--- config.mk ---
export PLATFORM = sky130hd
export DESIGN_NAME = muldiv_unit
export DESIGN_NICKNAME = d
export VERILOG_FILES = /design/src/rtl/muldiv_unit.sv
export SDC_FILE = /design/constraint.sdc
export NUM_CORES = 1
export LEC_CHECK = 0
export ABC_CLOCK_PERIOD_IN_PS = 3700
export CAP_MARGIN = 10
export CORE_MARGIN = 10
export CORE_UTILIZATION = 54
export DETAILED_ROUTE_END_ITERATION = 6
export PLACE_DENSITY = 0.78
export SLEW_MARGIN = 20
export SYNTH_ARGS = -nofsm -noshare
export SYNTH_HDL_FRONTEND = slang
export SYNTH_SLANG_ARGS = --single-unit
export TNS_END_PERCENT = 100
--- constraint.sdc ---
create_clock -name i_clk -period 3.7 [get_ports i_clk]
set_input_delay 0.74 -clock i_clk [delete_from_list [all_inputs] [get_ports i_clk]]
set_output_delay 0.74 -clock i_clk [all_outputs]
set_load 0.02 [all_outputs]
--- src/rtl/muldiv_unit.sv ---
// muldiv_unit: iterative multiply/divide unit with private HI/LO registers.
// MULT/MULTU use radix-2 shift-add and DIV/DIVU use restoring division, one bit per cycle.
// Signed operations run on magnitudes, and the sign is corrected in FIX.
// Optional build macro MULDIV_EARLY_TERM_EN: a multiply leaves RUN as soon as
// the remaining multiplier bits are all zero. Results are the same either way.
//
// state  | meaning
// S_IDLE | waiting for start; MTHI/MTLO writes accepted
// S_RUN  | one multiply/divide iteration per cycle
// S_FIX  | sign correction, HI/LO write, o_done pulse
module muldiv_unit #(
    parameter int WIDTH = 32
) (
    input  logic             i_clk,
    input  logic             i_rst_n,
    input  logic             i_start,
    input  logic [1:0]       i_op,
    input  logic [WIDTH-1:0] i_opA,
    input  logic [WIDTH-1:0] i_opB,
    input  logic             i_wr_hi,
    input  logic             i_wr_lo,
    input  logic [WIDTH-1:0] i_wdata,
    output logic             o_busy,
    output logic             o_done,
    output logic             o_dbz,
    output logic [WIDTH-1:0] o_hi,
    output logic [WIDTH-1:0] o_lo
);

    localparam int CW = $clog2(WIDTH + 1);

    typedef enum logic [1:0] {
        S_IDLE = 2'd0,
        S_RUN  = 2'd1,
        S_FIX  = 2'd2
    } state_t;

    state_t r_state;
    state_t w_state_nxt;

    // r_acc holds the product (multiply) or {remainder, quotient} (divide).
    logic [2*WIDTH-1:0] r_acc;
    logic [2*WIDTH-1:0] r_x;        // shifted multiplicand
    logic [WIDTH-1:0]   r_y;        // multiplier (shifts right) or divisor (static)
    logic [CW-1:0]      r_cnt;      // iterations left, including the current one
    logic               r_is_div;
    logic               r_neg_res;  // negate product / quotient in FIX
    logic               r_neg_rem;  // negate remainder in FIX
    logic               r_done;
    logic               r_dbz;
    logic [WIDTH-1:0]   r_hi;
    logic [WIDTH-1:0]   r_lo;

    logic               w_accept;
    logic               w_signed;
    logic               w_is_div;
    logic               w_a_neg;
    logic               w_b_neg;
    logic [WIDTH-1:0]   w_a_mag;
    logic [WIDTH-1:0]   w_b_mag;
    logic               w_dbz_start;

    logic [2*WIDTH-1:0] w_mul_sum;
    logic [WIDTH-1:0]   w_y_shr;
    logic [WIDTH:0]     w_div_shift;
    logic [WIDTH:0]     w_div_diff;
    logic               w_div_ok;
    logic [WIDTH-1:0]   w_rem_nxt;
    logic [WIDTH-1:0]   w_quo_nxt;
    logic               w_last;

    logic [2*WIDTH-1:0] w_prod_neg;
    logic [WIDTH-1:0]   w_acc_hi;
    logic [WIDTH-1:0]   w_acc_lo;
    logic [WIDTH-1:0]   w_hi_fix;
    logic [WIDTH-1:0]   w_lo_fix;

    // Operand decode at start: the op is signed when i_op[0]=0, and a divide when i_op[1]=1.
    assign w_accept    = i_start && (r_state == S_IDLE);
    assign w_signed    = ~i_op[0];
    assign w_is_div    = i_op[1];
    assign w_a_neg     = w_signed & i_opA[WIDTH-1];
    assign w_b_neg     = w_signed & i_opB[WIDTH-1];
    assign w_a_mag     = w_a_neg ? -i_opA : i_opA;
    assign w_b_mag     = w_b_neg ? -i_opB : i_opB;
    assign w_dbz_start = w_is_div && (i_opB == '0);

    // Shift-add step.
    assign w_mul_sum = r_acc + r_x;
    assign w_y_shr   = r_y >> 1;

    // Restoring divide step. The top bit of the difference is set only when the trial subtraction underflowed.
    assign w_div_shift = {r_acc[2*WIDTH-1:WIDTH], r_acc[WIDTH-1]};
    assign w_div_diff  = w_div_shift - {1'b0, r_y};
    assign w_div_ok    = ~w_div_diff[WIDTH];
    assign w_rem_nxt   = w_div_ok ? w_div_diff[WIDTH-1:0] : w_div_shift[WIDTH-1:0];
    assign w_quo_nxt   = {r_acc[WIDTH-2:0], w_div_ok};

`ifdef MULDIV_EARLY_TERM_EN
    assign w_last = (r_cnt == CW'(1)) || (!r_is_div && (w_y_shr == '0));
`else
    assign w_last = (r_cnt == CW'(1));
`endif

    // Sign correction. A divide-by-zero result is stored raw with both negate flags clear, so it passes through unchanged.
    assign w_prod_neg = -r_acc;
    assign w_acc_hi   = r_acc[2*WIDTH-1:WIDTH];
    assign w_acc_lo   = r_acc[WIDTH-1:0];
    assign w_hi_fix   = r_is_div ? (r_neg_rem ? -w_acc_hi : w_acc_hi)
                                 : (r_neg_res ? w_prod_neg[2*WIDTH-1:WIDTH] : w_acc_hi);
    assign w_lo_fix   = r_is_div ? (r_neg_res ? -w_acc_lo : w_acc_lo)
                                 : (r_neg_res ? w_prod_neg[WIDTH-1:0] : w_acc_lo);

    // State register.
    always_ff @(posedge i_clk or negedge i_rst_n) begin
        if (!i_rst_n) begin
            r_state <= S_IDLE;
        end else begin
            r_state <= w_state_nxt;
        end
    end

    // Next-state logic. A divide-by-zero goes straight to FIX.
    always_comb begin
        w_state_nxt = r_state;
        case (r_state)
            S_IDLE: begin
                if (w_accept) begin
                    w_state_nxt = w_dbz_start ? S_FIX : S_RUN;
                end
            end
            S_RUN: begin
                if (w_last) begin
                    w_state_nxt = S_FIX;
                end
            end
            S_FIX:   w_state_nxt = S_IDLE;
            default: w_state_nxt = S_IDLE;
        endcase
    end

    // Datapath: operand capture, iteration, result write and MTHI/MTLO.
    always_ff @(posedge i_clk or negedge i_rst_n) begin
        if (!i_rst_n) begin
            r_acc     <= '0;
            r_x       <= '0;
            r_y       <= '0;
            r_cnt     <= '0;
            r_is_div  <= 1'b0;
            r_neg_res <= 1'b0;
            r_neg_rem <= 1'b0;
            r_done    <= 1'b0;
            r_dbz     <= 1'b0;
            r_hi      <= '0;
            r_lo      <= '0;
        end else begin
            r_done <= 1'b0;
            case (r_state)
                S_IDLE: begin
                    if (i_wr_hi) begin
                        r_hi <= i_wdata;
                    end
                    if (i_wr_lo) begin
                        r_lo <= i_wdata;
                    end
                    if (w_accept) begin
                        r_is_div <= w_is_div;
                        r_cnt    <= CW'(WIDTH);
                        r_dbz    <= w_dbz_start;
                        if (w_dbz_start) begin
                            r_acc     <= {i_opA, {WIDTH{1'b1}}};
                            r_x       <= '0;
                            r_y       <= '0;
                            r_neg_res <= 1'b0;
                            r_neg_rem <= 1'b0;
                        end else if (w_is_div) begin
                            r_acc     <= {{WIDTH{1'b0}}, w_a_mag};
                            r_x       <= '0;
                            r_y       <= w_b_mag;
                            r_neg_res <= w_a_neg ^ w_b_neg;
                            r_neg_rem <= w_a_neg;
                        end else begin
                            r_acc     <= '0;
                            r_x       <= {{WIDTH{1'b0}}, w_a_mag};
                            r_y       <= w_b_mag;
                            r_neg_res <= w_a_neg ^ w_b_neg;
                            r_neg_rem <= 1'b0;
                        end
                    end
                end
                S_RUN: begin
                    r_cnt <= r_cnt - CW'(1);
                    if (r_is_div) begin
                        r_acc <= {w_rem_nxt, w_quo_nxt};
                    end else begin
                        if (r_y[0]) begin
                            r_acc <= w_mul_sum;
                        end
                        r_x <= r_x << 1;
                        r_y <= w_y_shr;
                    end
                end
                S_FIX: begin
                    r_hi   <= w_hi_fix;
                    r_lo   <= w_lo_fix;
                    r_done <= 1'b1;
                end
                default: ;
            endcase
        end
    end

    assign o_busy = (r_state != S_IDLE);
    assign o_done = r_done;
    assign o_dbz  = r_dbz;
    assign o_hi   = r_hi;
    assign o_lo   = r_lo;

endmodule

==> results.md <==
* Status: finished, violations left
* Failing checks: design-rule violations
* FF-to-FF setup slack at ~96 ps
* Die Wd at ~210 um
* Die area at about 44000 sq um
* Worst-case hold slack at 208 ps
* Area grow syn2layout at 22.2%
* Die Y-Extent at 210 um
* Commonest non-fill, non-tap cells in the layout: nor2_1 (301), nand2_1 (286), dfrtp_1 (235), a21oi_1 (232), buf_4 (179)
* Final net count at 2953
* Vias at ~21000
* # IOs at 170
* Crit path cell chain: ha_1 -> fa_2 -> a211oi_2 -> o21a_1 -> o21a_1 -> a21o_1 -> a41oi_1 -> buf_4 -> a211oi_2 -> buf_4 -> o31ai_2 -> a21oi_1 -> o21a_2 -> buf_4 -> xor2_4 -> o21ai_0
* Most common cell after layout, fill and taps aside: nor2_1
* Post-DP HPWL at just over 60000 um
* Slew Limit Fails at 0
* GRT met2 Usage at 51.9%
* Distinct cells, synth at 84
* Global-route wire length before repair at 119000 um
* Fin Clk Skew at 18.8 ps
* DRT Wirelength at roughly 80000 um
* Overall Global Routing Usage at 34.1%
* Max Clk Rate at between 200 and 300 MHz
* Crit-path slowest cell: dfrtp_1
* # DRC at 3
* Setup violators final at 0
* Reg2reg start: r_x[0]$_DFFE_PN0P_
* IO buf count at about 170
* Synthesized area per cell at 7.75 sq um
* Synth area leaders: dfrtp_1 (30%), ha_1 (6.5%), a21oi_1 (6.1%)
* Cell Rows at slightly below 70
* Largest net degree at the start of global routing at ~100
* Slew at the pin with the worst max-slew slack at around 1100 ps
* Max Root-Sink Buffers at 3
* Wire per inst at around 24 um
* Yosys Warn Count at 0
* CP arrival at roughly 4000 ps
* Final Core Density at between 60% and 70%
* Clock root cell: clkbuf_16
* Initial drt markers at slightly above 2000
* Final worst path period need at 3600 ps
* CP Buf/Inv Count at 3
* Peak supply drop at 712 uV
* GR peak layer: met2
* Post-place setup slack at -217 ps
* N_diodes at 0
* Hold buffers post-CTS at 0
* Final setup margin at roughly 96 ps
* Syn nets at between 2000 and 3000
* Post-synth top flop: dfrtp_1
* Overall Power at around 0.026 W
* Ratio of cells with drive above 1 in the final layout at 11.1%
* Crit path capture type: flop
* Mapped Cells at between 2000 and 3000
* Initial antenna violation count at 3
* Post-synthesis sequential area ratio at slightly above 30%
* Hold Path Class: input port to async pin
* Most frequent CP cell: buf_4
* Synth Cell Area at just under 20000 sq um
* Worst-skew pair later-pin latency at slightly below 600 ps
* Clock sink count at between 200 and 250
* Core ar. at 35600 sq um
* Worst-path clk slew at 70 ps
* Worst R2R End: r_acc[52]$_DFFE_PN0P_
* Max cap viols at 0
* Grt met1 use at ~45%
* Pwr dens at around 1100 nW/um^2
* Crit-path max cell delay at about 430 ps
* Critical path required time at 4160 ps
* Antenna-violating nets left at 0
* Post-synth EDFFs at 0
* #FFs+latches synth at 237
* Initial core utilization at a little over half
* Unrepaired setup endpoints after global routing: yes
* Cell taking the most area after synthesis: dfrtp_1
* Relative slew slack at around 30%
* Startpoint Class: flop
* Htree depth at 1
* Top delay family on crit path: compound AO/OA/AOI/OAI gates
* Final period util at 97.4%
* RePlAce Congestion at slightly above 1
* CP max FO at 4
* Async SR Flop Fraction at between 90% and 100%
* Grt total ovfl at 0
* Final hold vios at 0
* CTS tree: yes
* Met3 GRT Util at around 7.6%
* Crit path kind: flop to flop
* Reg2Reg Depth at 16
* Post-synth top area share at between 30% and 40%
* DRT Pass-1 Iters at 7
* Pleak at approximately 10 nW
* Vias in the first global route at 19973
* Mean number of vias per cell at approximately 6.5
* CTS Buf Count at 29
-- sequential cells by signal, summed over array words and instances (netlist names), 2 cells and up --
name / count
r_y: 32
r_acc: 64
o_hi: 32
r_state: 2
r_cnt: 6
o_lo: 32
r_x: 64
-- through the flow --
step / TNS [ps] / instance area, sq um / std cells
after detailed placement: -814 / 22700 / 3175
after floorplan: 0 / 19500 / 2518
after global placement: -733 / 22700 / 3175
final: 0 / 23800 / 3230
after CTS: 0 / 23700 / 3229
after global routing: -38.2 / 23800 / 3230
-- where the power goes --
| group | switching, W | internal, W | total (W) | leakage [nW] |
|---|---|---|---|---|
| registers | 0.00115 | 0.00376 | 0.00491 | 2.96 |
| logic | 0.0112 | 0.00708 | 0.0183 | 6.80 |
| clock network | 0.00125 | 0.00164 | 0.00289 | 0.457 |
| total | 0.0136 | 0.0125 | 0.0261 | 10.2 |
-- final cells by class --
type,instances,area (sq um)
repair buffers,354,3160
clock buffers,36,782
well taps,461,577
clock inverters,17,156
multi-input cells,2051,13000
flip-flops and latches,237,5930
fillers,3072,11700
inverters,74,280
-- how the worst max path moves through the flow --
stage / startpoint / to / slack, ps / cells after the start
2_1_floorplan: r_acc[31]$_DFFE_PN0P_ / r_acc[52]$_DFFE_PN0P_ / 150 / 14
3_3_place_gp: r_acc[31]$_DFFE_PN0P_ / r_acc[0]$_DFFE_PN0P_ / -410 / 13
3_5_place_dp: r_acc[32]$_DFFE_PN0P_ / r_acc[0]$_DFFE_PN0P_ / -220 / 12
4_1_cts: r_x[0]$_DFFE_PN0P_ / r_acc[62]$_DFFE_PN0P_ / 30 / 16
5_1_grt: r_x[8]$_DFFE_PN0P_ / r_acc[63]$_DFFE_PN0P_ / -30 / 12
6_report: r_x[0]$_DFFE_PN0P_ / r_acc[52]$_DFFE_PN0P_ / 100 / 16
-- cell families (layout without fill, tap and decap cells) --
logic type | after synthesis | after routing | share of synthesized area (%)
compound gates | 894 | 894 | 29.5
simple gates | 845 | 845 | 19.5
flops | 237 | 237 | 30.4
buf+inv | 230 | 481 | 4.47
xor+xnor | 197 | 197 | 8.84
fa+ha+maj | 103 | 103 | 6.68
mux | 12 | 12 | 0.641
-- cell usage after synthesis, types with 11 or more instances --
master      n
a211oi_1   38
a21o_1     45
a21oi_1   236
a221oi_1   37
a22o_1     32
a31oi_1    24
and2_1     12
buf_1      17
clkbuf_1  132
dfrtp_1   237
ha_1      101
inv_1      74
nand2_1   286
nand2b_1   21
nand3_1    43
nand4_1    24
nor2_1    305
nor2b_1    17
nor3_1     40
nor4_1     14
o211ai_1   50
o21a_1     22
o21ai_0   138
o21ai_1    85
o21bai_1   26
o221ai_1   12
o22ai_1    11
o31ai_1    60
or3_1      20
or4_1      11
xnor2_1   110
xor2_1     87
-- layer usage --
layer,wire length (um),up-vias
li1,-,9597
met1,31400,9988
met2,33700,1217
met3,8720,207
met4,4560,4
met5,34,-
-- what timing repair did --
| item | 4_1_cts | 5_1_grt |
|---|---|---|
| setup buffers | 1 | 1 |
| resized for setup | 6 | 30 |
| pin swaps | 1 | 16 |
| endpoints found under the setup margin | 8 | 29 |
Note: power is estimated with default switching activity, not from simulation.
